[src/rtl/led_fade_sequencer_pkg.sv]
// Shared definitions for the LED fade sequencer and the strip driver:
// level width, default geometry/timing, FSM state codes and a max helper.
package led_fade_sequencer_pkg;

  localparam int LEVEL_W      = 8;
  localparam int DEF_N_BYTES  = 96;      // 32 LEDs x RGB
  localparam int DEF_ADDR_W   = 7;
  localparam int DEF_TICK_DIV = 500000;

  // Sweep FSM state codes, kept as plain constants for legacy tools
  typedef logic [1:0] fade_state_t;
  localparam fade_state_t ST_IDLE  = 2'd0;
  localparam fade_state_t ST_SWEEP = 2'd1;
  localparam fade_state_t ST_DONE  = 2'd2;

  function automatic logic [LEVEL_W-1:0] level_max(input logic [LEVEL_W-1:0] a,
                                                   input logic [LEVEL_W-1:0] b);
    return (a > b) ? a : b;
  endfunction

endpackage

[src/rtl/fade_tick_gen.sv]
// Fade tick generator: free-running divider that raises a pending request
// every TICK_DIV clocks while enabled. A tick that lands on an already
// pending request is dropped and flagged through the sticky overrun bit.
module fade_tick_gen #(
  parameter int TICK_DIV = 500000
) (
  input  logic clk,
  input  logic rst_n,
  input  logic enable,
  input  logic clear,
  output logic tick_pending,
  output logic overrun
);

  localparam int CNT_W = (TICK_DIV > 1) ? $clog2(TICK_DIV) : 1;
  localparam logic [CNT_W-1:0] LAST_COUNT = CNT_W'(TICK_DIV - 1);

  logic [CNT_W-1:0] count;
  logic             tick;

  assign tick = enable && (count == LAST_COUNT);

  // Divider: held at zero while disabled, wraps at the terminal count
  always_ff @(posedge clk or negedge rst_n) begin
    if (!rst_n) begin
      count <= '0;
    end else if (!enable || tick) begin
      count <= '0;
    end else begin
      count <= count + CNT_W'(1);
    end
  end

  // Pending request: a tick wins over a same-cycle clear so it is not lost
  always_ff @(posedge clk or negedge rst_n) begin
    if (!rst_n) begin
      tick_pending <= 1'b0;
    end else if (tick) begin
      tick_pending <= 1'b1;
    end else if (clear) begin
      tick_pending <= 1'b0;
    end
  end

  // Sticky overrun: a tick arrived while an unconsumed request was waiting
  always_ff @(posedge clk or negedge rst_n) begin
    if (!rst_n) begin
      overrun <= 1'b0;
    end else if (tick && tick_pending && !clear) begin
      overrun <= 1'b1;
    end
  end

endmodule

[src/rtl/led_fade_sequencer.sv]
// LED level buffer with periodic exponential fade. Each pending tick sweeps
// every entry through the external x0.8 scaler, one byte per clock, while
// the write port (peak-hold or overwrite) and the read port stay live.
module led_fade_sequencer
  import led_fade_sequencer_pkg::*;
#(
  parameter int N_BYTES   = DEF_N_BYTES,
  parameter int ADDR_W    = DEF_ADDR_W,
  parameter int TICK_DIV  = DEF_TICK_DIV,
  parameter int PEAK_HOLD = 1
) (
  input  logic               clk,
  input  logic               rst_n,
  input  logic               enable,
  input  logic               wr_en,
  input  logic [ADDR_W-1:0]  wr_addr,
  input  logic [LEVEL_W-1:0] wr_data,
  input  logic [ADDR_W-1:0]  rd_addr,
  output logic [LEVEL_W-1:0] rd_data,
  output logic [LEVEL_W-1:0] lut_in,
  input  logic [LEVEL_W-1:0] lut_out,
  output logic               busy,
  output logic               sweep_done,
  output logic               overrun
);

  localparam logic [ADDR_W-1:0] LAST_IDX = ADDR_W'(N_BYTES - 1);

  logic [LEVEL_W-1:0] level_buf [N_BYTES];
  logic [LEVEL_W-1:0] level_nxt [N_BYTES];
  logic [LEVEL_W-1:0] rd_val;
  fade_state_t        state;
  logic [ADDR_W-1:0]  idx;
  logic               tick_pending;
  logic               clear_pending;
  logic               sweep_we;

  assign sweep_we      = (state == ST_SWEEP);
  assign clear_pending = (state == ST_IDLE) && tick_pending;
  assign busy          = sweep_we;
  assign sweep_done    = (state == ST_DONE);

  fade_tick_gen #(
    .TICK_DIV (TICK_DIV)
  ) u_tick_gen (
    .clk          (clk),
    .rst_n        (rst_n),
    .enable       (enable),
    .clear        (clear_pending),
    .tick_pending (tick_pending),
    .overrun      (overrun)
  );

  // Scaler operand: the entry under the sweep index, zero outside a sweep
  always_comb begin
    lut_in = '0;
    if (sweep_we) begin
      for (int i = 0; i < N_BYTES; i++) begin
        if (idx == ADDR_W'(i)) begin
          lut_in = level_buf[i];
        end
      end
    end
  end

  // Next buffer contents: sweep write first, then the level write merged on top
  always_comb begin
    for (int i = 0; i < N_BYTES; i++) begin
      level_nxt[i] = level_buf[i];
      if (sweep_we && (idx == ADDR_W'(i))) begin
        level_nxt[i] = lut_out;
      end
      if (wr_en && (wr_addr == ADDR_W'(i))) begin
        level_nxt[i] = (PEAK_HOLD != 0) ? level_max(level_nxt[i], wr_data) : wr_data;
      end
    end
  end

  // Level storage, cleared by reset (including mid-sweep)
  always_ff @(posedge clk or negedge rst_n) begin
    if (!rst_n) begin
      for (int i = 0; i < N_BYTES; i++) begin
        level_buf[i] <= '0;
      end
    end else begin
      level_buf <= level_nxt;
    end
  end

  // Read mux: out-of-range indices read as zero
  always_comb begin
    rd_val = '0;
    for (int i = 0; i < N_BYTES; i++) begin
      if (rd_addr == ADDR_W'(i)) begin
        rd_val = level_buf[i];
      end
    end
  end

  // Registered read port, sees the buffer before this cycle's writes
  always_ff @(posedge clk or negedge rst_n) begin
    if (!rst_n) begin
      rd_data <= '0;
    end else begin
      rd_data <= rd_val;
    end
  end

  // Sweep FSM: IDLE waits for a tick, SWEEP walks every entry, DONE pulses
  always_ff @(posedge clk or negedge rst_n) begin
    if (!rst_n) begin
      state <= ST_IDLE;
      idx   <= '0;
    end else begin
      case (state)
        ST_IDLE: begin
          if (tick_pending) begin
            state <= ST_SWEEP;
            idx   <= '0;
          end
        end
        ST_SWEEP: begin
          if (idx == LAST_IDX) begin
            state <= ST_DONE;
            idx   <= '0;
          end else begin
            idx <= idx + ADDR_W'(1);
          end
        end
        ST_DONE: begin
          state <= ST_IDLE;
        end
        default: begin
          state <= ST_IDLE;
          idx   <= '0;
        end
      endcase
    end
  end

endmodule

[config.mk]
export PLATFORM = sky130hd
export DESIGN_NAME = led_fade_sequencer
export DESIGN_NICKNAME = d
export VERILOG_FILES = /design/src/rtl/led_fade_sequencer_pkg.sv /design/src/rtl/fade_tick_gen.sv /design/src/rtl/led_fade_sequencer.sv
export SDC_FILE = /design/constraint.sdc
export NUM_CORES = 2
export LEC_CHECK = 0
export BUFFER_PORTS_ARGS = -buffer_cell sky130_fd_sc_hd__buf_2
export CORE_UTILIZATION = 45
export DETAILED_ROUTE_END_ITERATION = 16
export PLACE_DENSITY = 0.68
export SYNTH_ARGS = -nofsm -noshare
export SYNTH_HDL_FRONTEND = slang
export SYNTH_SLANG_ARGS = --single-unit
export TNS_END_PERCENT = 1
[constraint.sdc]
create_clock -name clk -period 4.8 [get_ports clk]
set_input_delay 0 -clock clk [delete_from_list [all_inputs] [get_ports clk]]
set_output_delay 0 -clock clk [all_outputs]
set_load 0.01 [all_outputs]
==> run metrics <==
CORE AREA 161300 µm²; Seq cells post-synth 806; clk_lat worst skew 0.80 ns; syn_area_per_cell 9.159 µm²; cts bufs inserted 99; Setup Viol. Count Final 6; post-synthesis sequential area ratio 27.48%; Hold Crit Class input pin to flop; crit path kind flop to output pin; DR vias 80060; CP Max Fanout 9; placed cells 10510; CTS clock-pin slew for the worst setup and hold paths 0.06 ns; synthesized net count 8822; status finished, violations left; PortBufs 52; leakage power 38.52 nW; final core utilization 53.42%; asr flop ratio synth 100.0%; CP max stage cell nor4_1; Top Family by Delay on Critical Path simple AND/OR/NAND/NOR gates; worst-margin pin slew 1.409 ns; Setup crit start kind flop; H-tree Lvls 3; post-synth cell types 91; nets@finish 9320; Final Critical Period 5.041 ns; Critical Path, Cell by Cell ha_4, buf_4, buf_4, nand4b_1, nor3_1, nor4_1, nand4_1, a21oi_1, o2111ai_1, o21ai_0, o21ai_0, a21oi_1, buf_4, buf_2; starting DRC count in detailed routing 12520; Slew HR 6.064%; DRC Markers 0; row count 147; RSZ-0062 raised after global routing true; CP bufs+invs 4; DIE AREA 164700 µm²; peak supply drop 0.3225 mV; crit-path most repeated cell buf_4; total power 22.12 mW; final worst-path setup slack -0.2415 ns; Max stage delay on crit path 0.61 ns; Cell Count, Final, Fillers Out 10790; Layout Skew 0.04753 ns; Synth Flop Type dfrtp_1; GPL Wtd Cong 1.121; Starting Density 45.51%; global-route wire length before repair 618.1 mm; cell area after synthesis 73410 µm²; DP Area 81180 µm²; Pwr Density 256.8 nW/µm²; total congestion overflow 0; TNS Setup -1.039 ns; largest net degree at the start of global routing 134; ratio of cells with drive above 1 in the final layout 28.80%; CTS tree built; antenna violations before repair 55; max_cap viols 0; CTS Sinks 806; placed wire-length estimate 337.7 mm; critical path arrival 5.04 ns; CTS Root Cell clkbuf_16; Post-synth EDFFs 0; total iterations of the first detailed-routing run 8; Area Growth Syn to Fin 17.38%; I/O Pins 53; Slew Viols, Final 0; die width 405.9 µm; final instance area 86170 µm²; DR vias/cell 7.420; Synth warnings 0; Critical Path RT 4.80 ns; Final Cycle Share 105.0%; die height 405.9 µm; endpoint type of the worst setup path output pin; most common cell after layout, fill and taps aside mux2_2; failing checks setup timing; routed wire length 454.6 mm; Fmax 0.1984 GHz; DR WL/cell 42.14 µm; Hold Fails Final Rpt 0; vias in the first global route 76870; all-layer global routing usage 53.67%; cells after synthesis 8015; most frequent cells in the layout mux2_2, dfrtp_1, ha_1, buf_4, a21oi_1; Final ANT Viol Nets 0; CTS max path bufs 3
-- worst paths after layout --
| kind | slack (ns) | cells after the start | to | start |
|---|---|---|---|---|
| max in group asynchronous | 3.86 | 4 | level_buf[665]$_DFF_PN0_ | rst_n |
| max | -0.24 | 14 | lut_in[2] | idx[0]$_DFFE_PN0P_ |
| min | 0.07 | 3 | u_tick_gen.count[2]$_DFF_PN0_ | enable |
| min in group asynchronous | 0.09 | 3 | level_buf[182]$_DFF_PN0_ | rst_n |
| min reg2reg | 0.48 | 1 | u_tick_gen.count[0]$_DFF_PN0_ | u_tick_gen.count[0]$_DFF_PN0_ |
| max reg2reg | 0.17 | 17 | level_buf[134]$_DFF_PN0_ | state[1]$_DFFE_PN0P_ |
-- area by class of cell --
| class | count | area [µm²] |
|---|---|---|
| Multi-Input combinational cell | 6689 | 52180 |
| Inverter | 28 | 148.9 |
| Clock inverter | 42 | 630.6 |
| Fill cell | 14660 | 75140 |
| Timing Repair Buffer | 889 | 7405 |
| Clock buffer | 140 | 2831 |
| Sequential cell | 806 | 20180 |
| Antenna cell | 35 | 87.58 |
| Tap cell | 2160 | 2703 |
-- tightest hold or removal path: stages --
cell	delay, ns
dlygate4sd3_1	0.54
buf_2	0.13
and2_1	0.12
-- where the power goes --
part	internal (mW)	switching (mW)	total (mW)
Sequential	7.38	1.04	8.42
Clock	4.82	3.44	8.26
Combinational	2.13	3.31	5.44
-- layer usage --
layer | vias up | part of all wire [%] | GRT usage, %
li1 | 31870 | - | -
met1 | 39750 | 38 | 67.92
met2 | 6533 | 40 | 75.35
met3 | 1872 | 13 | 18.47
met4 | 34 | 8.4 | 38.78
met5 | - | 0.072 | 0.3271
-- stage by stage --
step | setup slack (ns) | hold WS, ns
finish | -0.2415 | 0.07024
global route | -0.1442 | 0.08112
CTS | -0.1353 | 0.01119
detailed placement | -0.2441 | 0.1056
global placement | -1.648 | 0.1001
floorplan | 0.2154 | -0.2956
-- sequential cells by signal, summed over array words and instances (netlist names) --
signal                   count
level_buf                  768
idx                          7
state                        2
u_tick_gen.tick_pending      1
u_tick_gen.overrun           1
u_tick_gen.count            19
rd_data                      8
-- cells by family (layout without fill, tap and decap cells) --
family | after synthesis | count (layout) | synth area share (%)
AO/OA/AOI/OAI | 2298 | 2298 | 20.16
XOR/XNOR | 18 | 18 | 0.2148
adder cells (fa/ha/maj) | 773 | 773 | 13.18
buffers and inverters | 520 | 1099 | 2.790
flip-flops | 806 | 806 | 27.48
multiplexers | 1456 | 1456 | 21.97
other | 0 | 35 | 0
AND/OR/NAND/NOR | 2144 | 2144 | 14.21
-- timing repair --
action | CTS | global route
endpoints found under the setup margin | 15 | 25
buffers inserted | 23 | 28
hold buffers | 15 | 0
pin swaps | 16 | 23
hold endpoints to repair | 483 | 0
gates resized for setup | 128 | 65
-- synth_stat cells, drive strengths merged (22+ instances only) --
master   count  area share, %
a21oi      621            4.2
a31oi       47           0.40
a21o       126            1.3
o21ai      555            3.8
nand2      480            2.5
o31ai       22           0.22
a22oi       75           0.77
a221oi      89            1.1
buf         97           0.63
nor4        49           0.42
nor3       111           0.76
nor2       628            3.2
o2111ai     40           0.48
a2111oi     29           0.36
inv         26           0.13
nand3      340            2.3
a211oi      88           0.90
a221o       44           0.60
nand4       79           0.67
o221ai      74           0.88
mux2      1224             19
dfrtp      806             27
o22ai      147            1.3
ha         773             13
nor2b      117            1.0
o21a       108            1.1
and3        70           0.60
o211ai      54           0.55
clkbuf     395            2.0
mux2i      230            3.1
nand2b     118            1.0
No activity file was read; power rests on OpenSTA's default activity.
